**src/rtl/membus_rr_arbiter.sv**
```systemverilog
// membus_rr_arbiter: two-master round-robin arbiter in front of the picorv32-native memory bus.
// A registered grant stage picks the owner, the owner's request is passed through to the slave
// side, and a per-transaction timeout completes a hung access with an error response.
//
// Ports
//   i_clk, i_reset          clock, synchronous active-high reset
//   i_mN_* (N=0,1)          master requests: valid, instr, addr, wdata, wstrb
//   o_mN_ready, o_mN_rdata  per-master completion and read data
//   o_s_*                   request muxed from the granted master to the address decode
//   i_s_ready, i_s_rdata    slave completion and read data
//   o_grant                 one-hot owner (01 = M0, 10 = M1, 00 = idle)
//   o_bus_err               one-cycle pulse on a timeout completion
//   o_err_addr, o_err_master  address / master of the last timed-out transaction
module membus_rr_arbiter #(
   parameter int unsigned TIMEOUT_CYC = 255,
   parameter int unsigned CNT_W       = 8,
   parameter logic [31:0] ERR_RDATA   = 32'hFFFF_FFFF,
   parameter bit          M0_FIRST    = 1'b1
) (
   input  logic        i_clk,
   input  logic        i_reset,
   input  logic        i_m0_valid,
   input  logic        i_m0_instr,
   input  logic [31:0] i_m0_addr,
   input  logic [31:0] i_m0_wdata,
   input  logic [3:0]  i_m0_wstrb,
   output logic        o_m0_ready,
   output logic [31:0] o_m0_rdata,
   input  logic        i_m1_valid,
   input  logic        i_m1_instr,
   input  logic [31:0] i_m1_addr,
   input  logic [31:0] i_m1_wdata,
   input  logic [3:0]  i_m1_wstrb,
   output logic        o_m1_ready,
   output logic [31:0] o_m1_rdata,
   output logic        o_s_valid,
   output logic        o_s_instr,
   output logic [31:0] o_s_addr,
   output logic [31:0] o_s_wdata,
   output logic [3:0]  o_s_wstrb,
   input  logic        i_s_ready,
   input  logic [31:0] i_s_rdata,
   output logic [1:0]  o_grant,
   output logic        o_bus_err,
   output logic [31:0] o_err_addr,
   output logic        o_err_master
);

   localparam int unsigned AW = 32;
   localparam int unsigned DW = 32;
   localparam int unsigned SW = 4;

   // Timeout fires on the granted cycle where the counter has reached TIMEOUT_CYC-1.
   localparam bit               TO_EN   = (TIMEOUT_CYC != 0);
   localparam logic [CNT_W-1:0] TO_LAST = CNT_W'(TIMEOUT_CYC - 1);

   typedef enum logic [1:0] {
      IDLE = 2'd0,
      GNT0 = 2'd1,
      GNT1 = 2'd2
   } state_t;

   state_t           r_state;
   state_t           w_state_nxt;
   logic             r_prio;        // 0: M0 favoured on a tie, 1: M1 favoured
   logic             w_prio_nxt;
   logic [CNT_W-1:0] r_cnt;
   logic [CNT_W-1:0] w_cnt_nxt;
   logic [AW-1:0]    r_err_addr;
   logic             r_err_master;
   logic             w_err_load;

   logic             w_g_valid;
   logic [AW-1:0]    w_g_addr;
   logic             w_handshake;
   logic             w_timeout;
   logic             w_done;
   logic [DW-1:0]    w_rdata;

   // State, pointer, timeout counter and error capture registers.
   always_ff @(posedge i_clk) begin
      if (i_reset) begin
         r_state      <= IDLE;
         r_prio       <= M0_FIRST ? 1'b0 : 1'b1;
         r_cnt        <= '0;
         r_err_addr   <= '0;
         r_err_master <= 1'b0;
      end else begin
         r_state <= w_state_nxt;
         r_prio  <= w_prio_nxt;
         r_cnt   <= w_cnt_nxt;
         if (w_err_load) begin
            r_err_addr   <= w_g_addr;
            r_err_master <= (r_state == GNT1);
         end
      end
   end

   // Next-state, arbitration and bus multiplexing.
   always_comb begin
      w_state_nxt = r_state;
      w_prio_nxt  = r_prio;
      w_cnt_nxt   = r_cnt;
      w_err_load  = 1'b0;
      w_g_valid   = 1'b0;
      w_g_addr    = '0;
      w_handshake = 1'b0;
      w_timeout   = 1'b0;
      w_done      = 1'b0;
      w_rdata     = '0;
      o_s_valid   = 1'b0;
      o_s_instr   = 1'b0;
      o_s_addr    = '0;
      o_s_wdata   = '0;
      o_s_wstrb   = '0;
      o_m0_ready  = 1'b0;
      o_m0_rdata  = '0;
      o_m1_ready  = 1'b0;
      o_m1_rdata  = '0;
      o_grant     = 2'b00;
      o_bus_err   = 1'b0;

      case (r_state)
         IDLE: begin
            // Counter is held at zero here so every grant starts a fresh timeout window.
            w_cnt_nxt = '0;
            if (i_m0_valid && (!i_m1_valid || !r_prio)) begin
               w_state_nxt = GNT0;
            end else if (i_m1_valid) begin
               w_state_nxt = GNT1;
            end
         end

         GNT0, GNT1: begin
            if (r_state == GNT0) begin
               o_grant   = 2'b01;
               w_g_valid = i_m0_valid;
               w_g_addr  = i_m0_addr;
               o_s_instr = i_m0_instr;
               o_s_wdata = i_m0_wdata;
               o_s_wstrb = i_m0_wstrb;
            end else begin
               o_grant   = 2'b10;
               w_g_valid = i_m1_valid;
               w_g_addr  = i_m1_addr;
               o_s_instr = i_m1_instr;
               o_s_wdata = i_m1_wdata;
               o_s_wstrb = i_m1_wstrb;
            end
            o_s_valid = w_g_valid;
            o_s_addr  = w_g_addr;

            // A slave completion on the last allowed cycle beats the timeout.
            w_handshake = w_g_valid && i_s_ready;
            w_timeout   = TO_EN && w_g_valid && !i_s_ready && (r_cnt == TO_LAST);
            w_done      = w_handshake || w_timeout;
            w_rdata     = w_timeout ? ERR_RDATA : i_s_rdata;
            o_bus_err   = w_timeout;

            if (r_state == GNT0) begin
               o_m0_ready = w_done;
               o_m0_rdata = w_rdata;
            end else begin
               o_m1_ready = w_done;
               o_m1_rdata = w_rdata;
            end

            if (!w_g_valid) begin
               // Abandoned request: release the bus without moving the pointer.
               w_state_nxt = IDLE;
            end else if (w_done) begin
               w_state_nxt = IDLE;
               w_prio_nxt  = (r_state == GNT0);
               w_err_load  = w_timeout;
            end else begin
               w_cnt_nxt = r_cnt + CNT_W'(1);
            end
         end

         default: begin
            w_state_nxt = IDLE;
         end
      endcase
   end

   assign o_err_addr   = r_err_addr;
   assign o_err_master = r_err_master;

endmodule

```
**config.mk**
```make
export PLATFORM = sky130hd
export DESIGN_NAME = membus_rr_arbiter
export DESIGN_NICKNAME = d
export VERILOG_FILES = /design/src/rtl/membus_rr_arbiter.sv
export SDC_FILE = /design/constraint.sdc
export NUM_CORES = 1
export LEC_CHECK = 0
export ABC_AREA = 1
export CAP_MARGIN = 20
export CORE_AREA = 2 2 134 136
export DETAILED_ROUTE_END_ITERATION = 8
export DIE_AREA = 0 0 136 138
export GPL_ROUTABILITY_DRIVEN = 0
export GPL_TIMING_DRIVEN = 0
export SKIP_CTS_REPAIR_TIMING = 1
export SLEW_MARGIN = 10
export SYNTH_ARGS = -nofsm -noshare
export SYNTH_HDL_FRONTEND = slang
export SYNTH_SLANG_ARGS = --single-unit
```
**constraint.sdc**
```tcl
create_clock -name i_clk -period 2.3 [get_ports i_clk]
set_input_delay 0.575 -clock i_clk [delete_from_list [all_inputs] [get_ports i_clk]]
set_output_delay 0.575 -clock i_clk [all_outputs]
set_load 0.005 [all_outputs]
```
Word level (Yosys, flattened, before mapping)
Index checks and enable logic that the tools add are counted.
- register bits after elaboration: 44
- bits in latches: 0
- bits in writable memories: 0
- memory bits (read-only): 0
- input bits: 175
- memories kept: 0
- add/sub/neg operators: 1
- $mul: 0
- div/mod/pow operators: 0
- magnitude comparators: 0
- equality and inequality tests: 7
- shifts and indexed selects: 0
- muxes and demuxes: 34
- bitwise operators: 0
- reductions and logical operators: 15
- operators by type and width (kind ; number):
    32-bit two-way mux ; 9
    8-bit two-way mux ; 2
    8-bit case mux with 2 select lines ; 1
    1-bit two-way mux ; 13
    2-bit two-way mux ; 6
    8-bit by 1-bit adder with 8-bit output, second input constant ; 1
    8-bit == test, second input constant ; 1
    4-bit two-way mux ; 2
    3-bit inequality test, second input constant ; 2
    3-bit AND reduction ; 2
    1-bit logical AND ; 4
    2-bit inequality test, second input constant ; 2
    2-bit case mux with 2 select lines ; 1
    1-bit logical NOT ; 3
    2-bit by 1-bit == test with 1-bit output, second input constant ; 1
    2-bit == test, second input constant ; 1
    2-bit logical NOT ; 1
    1-bit logical OR ; 2
    2-bit AND reduction ; 1
    2-bit nonzero test ; 1
    2-bit OR reduction ; 1

Logic depth before layout (Yosys ltp)
- word-level depth: 9
- depth in mapped cells: 10

Least setup slack after synthesis
No wires, ideal clock.
- path type: register to output
- start: reg r_state[0]
- end: out o_s_wdata[21]
- arrival time: 1643 ps
- required time: 1725 ps
- path slack: 82 ps
- cell stages (with the launch flop): 8
- path buffers: 2
- cell sequence: dfxtp_1 > inv_1 > ha_1 > nand2_1 > clkinv_1 > buf_2 > buf_2 > a22o_1
- longest elaborated chain between the ends: 3
- elaborated cells between the ends (all ways): 5
- those cells by class: 2 x eq/ne; 2 x mux; 1 x reduce/logical
- ends and longest elaborated chain (what ; RTL line ; text):
    start: declaration ; 63 ; state_t r_state;
    start signal: assignment ; 89 ; r_state <= w_state_nxt;
    2-bit by 1-bit == test with 1-bit output / 2-bit == test (equally long branches) ; 123, 135 ;
    32-bit two-way mux / 2-bit OR reduction (equally long branches) ; -- ;
    32-bit two-way mux * ; 123 ; case (r_state)
    end: declaration ; 39 ; output logic [31:0] o_s_wdata,
Every way passes the cells marked *; elsewhere a longest branch is shown, timed or not.

Worst setup path after layout
- start: reg r_state[0]
- end: out o_m1_rdata[27]
- longest elaborated chain between the ends: 8
- elaborated cells between the ends (all ways): 10
- those cells by class: 2 x eq/ne; 5 x mux; 3 x reduce/logical
- ends and longest elaborated chain (what ; RTL line ; text):
    2-bit by 1-bit == test with 1-bit output ; 123, 135, 160 ;
    1-bit two-way mux ; 135 ; if (r_state == GNT0) begin
    1-bit two-way mux ; 123 ;
    1-bit logical AND (2 in a row) ; 155 ; w_timeout = TO_EN && w_g_valid && !i_s_ready && (r_cnt == TO_LAST);
    32-bit two-way mux ; 157 ; w_rdata = w_timeout ? ERR_RDATA : i_s_rdata;
    32-bit two-way mux ; 160 ; if (r_state == GNT0) begin
    32-bit two-way mux * ; 123 ;
    end: declaration ; 35 ; output logic [31:0] o_m1_rdata,
Every way passes the cells marked *; elsewhere a longest branch is shown, timed or not. The select of a mux whose other input is x is not followed.

==> run_results.csv <==
group,metric,value,unit
final_layout,areaGrowthSynthToFinish,153,%
detailed_routing,drt_wl_total,18300,um
detailed_routing,drtPass1Iterations,4,
floorplanning,die_area,0.0188,mm^2
global_routing,grt_start_max_net_pins,15,
final_layout,drive_gt1_frac,0.299,
critical_path,critical_path_class,"flip-flop to output port",
detailed_routing,vias_per_cell,4.31,
yosys,syn_nets,709,
sta,setup_tns,-42.17,ns
detailed_routing,ant_nets,0,
clock_network,cts_buffer_depth,2,
final_layout,fin_nets,1146,
final_layout,design_area,0.00830,mm^2
clock_network,clk_latency,0.29,ns
status,status,"finished, violations left",
power_and_ir_drop,combPwrFrac,0.496,
floorplanning,rows,49,
yosys,synthDistinctLibCells,26,
critical_path,required,1.73,ns
final_layout,n_antenna_cell,0,
yosys,synth_seq_cells,44,
floorplanning,start_util,0.187,
critical_path,worstSetupStartpoint,"r_state[0]",
critical_path,start_kind,"flip-flop",
sta,setup_viol_count_final,137,
clock_network,clock-sinks,44,
global_routing,global_route.overflow_total,0,
sta,skew,0.00642,ns
yosys,synth_warnings,0,
critical_path,cp_cell_sequence,"inv_2, ha_4, clkinv_8, nor2_4, buf_12, inv_4, buf_6, nor2_1, clkdlybuf4s50_1",
min_path,hp-class,"flip-flop to flip-flop",
critical_path,max_stage_delay,0.53,ns
power_and_ir_drop,ir_worst_vdd,0.284,mV
yosys,synth_area_per_cell,6.20,um^2
critical_path,cp_data_arrival_time,2.23,ns
detailed_routing,drtIter0Drc,128,
power_and_ir_drop,powerDensity,382,mW/mm^2
critical_path,slowest_stage,"clkdlybuf4s50_1",
global_routing,grt_usage,0.167,
critical_path,crit_path_max_fanout,10,
detailed_routing,drc,0,
floorplanning,core,0.0175,mm^2
sta,max_freq,357,MHz
detailed_routing,wire_per_inst,15.3,um
sta,tightest_slew,0.448,ns
detailed_routing,num_vias,5147,
clock_network,cts_buffers,5,
sta,maxSlewViolCount,0,
status,failed_checks,"negative setup slack",
power_and_ir_drop,power_leakage,4.50,nW
power_and_ir_drop,internal_power,2.22,mW
critical_path,worst_setup_path_end_kind,"output port",
power_and_ir_drop,sw_frac_of_total,0.300,
sta,layout_min_cycle_time,2.80,ns
final_layout,final_cell_mix,"clkdlybuf4s50_1, inv_1, nor2_1",
clock_network,ctsHtreeMaxLevel,2,
global_routing,grt_pass1_vias,4653,
placement,dpl_cell_area,0.00702,mm^2
sta,relSlewSlack,0.701,
floorplanning,die_h,138,um
power_and_ir_drop,seqPwrFrac,0.246,
critical_path,r2r-start,"r_state[0]",
final_layout,n_fill_cell,1761,
global_routing,antenna_found_initial,0,
sta,period_share,1.22,
job,cap_violations,0,
floorplanning,fp.dieW,136,um
clock_network,cts-root-buf,"clkbuf_16",
floorplanning,io_pins,347,
final_layout,final_common_cell,"clkdlybuf4s50_1",
sta,fin_ws,-0.502,ns
sta,finalHoldViolCount,0,
yosys,synthCells,528,
placement,hpwl,13600,um
sta,rsz0062_at_grt,"yes",
yosys,ys_seq_area_frac,0.269,
yosys,netlist_area,0.00328,mm^2
clock_network,cts.reportedPaths.clkPinSlew,0.06,ns
power_and_ir_drop,power_switching,0.950,mW
global_routing,grt_pass1_wl,24900,um
clock_network,cts_tree,"yes",
min_path,hp-start,"r_cnt[0]",
power_and_ir_drop,p_clk_frac,0.257,
placement,io_buffers,345,
==> cell usage after synthesis <==
| cell | number | area (um^2) |
|---|---|---|
| buf_1 | 1 | 3.75 |
| inv_2 | 1 | 3.75 |
| buf_2 | 16 | 80.1 |
| clkinv_1 | 1 | 3.75 |
| a21oi_1 | 44 | 220 |
| o21bai_1 | 1 | 7.51 |
| dfxtp_1 | 44 | 881 |
| o21ai_1 | 3 | 15.0 |
| a21boi_0 | 1 | 7.51 |
| buf_6 | 3 | 33.8 |
| or2_2 | 1 | 6.26 |
| nand2_1 | 74 | 278 |
| and3_1 | 1 | 6.26 |
| a22o_1 | 37 | 324 |
| o21ai_0 | 32 | 160 |
| nand4_1 | 4 | 25.0 |
| nor2_8 | 1 | 20.0 |
| nor3_1 | 3 | 15.0 |
| ha_1 | 6 | 75.1 |
| nor2_2 | 3 | 18.8 |
| clkbuf_1 | 14 | 52.6 |
| nor2_1 | 79 | 297 |
| nand3_4 | 1 | 17.5 |
| inv_1 | 113 | 424 |
| nand3_1 | 12 | 60.1 |
| a22oi_1 | 32 | 240 |
==> sequential cells by signal (all words and copies together) (netlist names) <==
register / cells
o_err_addr: 32
o_err_master: 1
r_cnt: 8
r_prio: 1
r_state: 2
==> path summary, 6_finish.rpt <==
| kind | endpoint | slack [ns] | cells after the start |
|---|---|---|---|
| worst max-delay path | o_m1_rdata[27] | -0.50 | 9 |
| worst min register to register | r_cnt[0] | 0.46 | 1 |
| worst max register to register | o_err_addr[24] | 0.30 | 10 |
| worst min-delay path | r_cnt[0] | 0.46 | 1 |
==> cell families (layout without fill, tap and decap cells) <==
logic type / count (synthesis) / count (layout) / synth area share
adders and majority gates: 6 / 6 / 0.0229
and+or+nand+nor: 179 / 180 / 0.227
buffers and inverters: 149 / 586 / 0.184
AOI/OAI and AO/OA: 150 / 150 / 0.298
DFF: 44 / 44 / 0.269
==> cell type report <==
type | count | area, um^2 | share of cell area
Clock buffer | 5 | 125 | 0.0151
Buffer | 33 | 348 | 0.0419
Sequential cell | 44 | 888 | 0.107
Multi-Input combinational cell | 336 | 2140 | 0.258
Clock inverter | 3 | 42.5 | 0.00513
Tap cell | 229 | 287 | 0.0345
Timing Repair Buffer | 430 | 4010 | 0.484
Inverter | 115 | 453 | 0.0546
==> through the flow <==
step,hold WS (ns),instances,setup slack [ns],total power [mW],utilization
final,0.455,1195,-0.502,3.17,0.473
after global placement,0.464,1102,-1.10,2.05,0.400
after detailed placement,0.477,1102,-1.10,2.05,0.400
after CTS,0.487,1110,-1.42,2.87,0.410
after floorplan,0.450,528,0.0816,1.21,-
after global routing,0.482,1195,-0.593,3.34,0.473
==> metal layers <==
| metal | wire length (um) | GRT usage | vias up |
|---|---|---|---|
| li1 | - | - | 2574 |
| met1 | 7160 | 0.193 | 2329 |
| met2 | 9230 | 0.301 | 232 |
| met3 | 1680 | 0.0499 | 12 |
| met4 | 206 | 0.0356 | 0 |
| met5 | 0 | 0 | - |
==> power groups by stage <==
stage	Clock, mW	Sequential, mW	Combinational, mW
final	0.816	0.781	1.57
after global routing	0.875	0.783	1.68
after CTS	0.834	0.779	1.26
after detailed placement	0	0.796	1.25
after global placement	0	0.796	1.26
after floorplan	0	0.794	0.415
==> worst max-delay path, delay by kind of cell, from the launching register on <==
kind | cells | cell delay (ns)
adder cells (fa/ha/maj) | 1 | 0.34
buffers and inverters | 6 | 1.00
flip-flops | 1 | 0.37
AND/OR/NAND/NOR | 2 | 0.23
No activity file was read; power rests on OpenSTA's default activity.
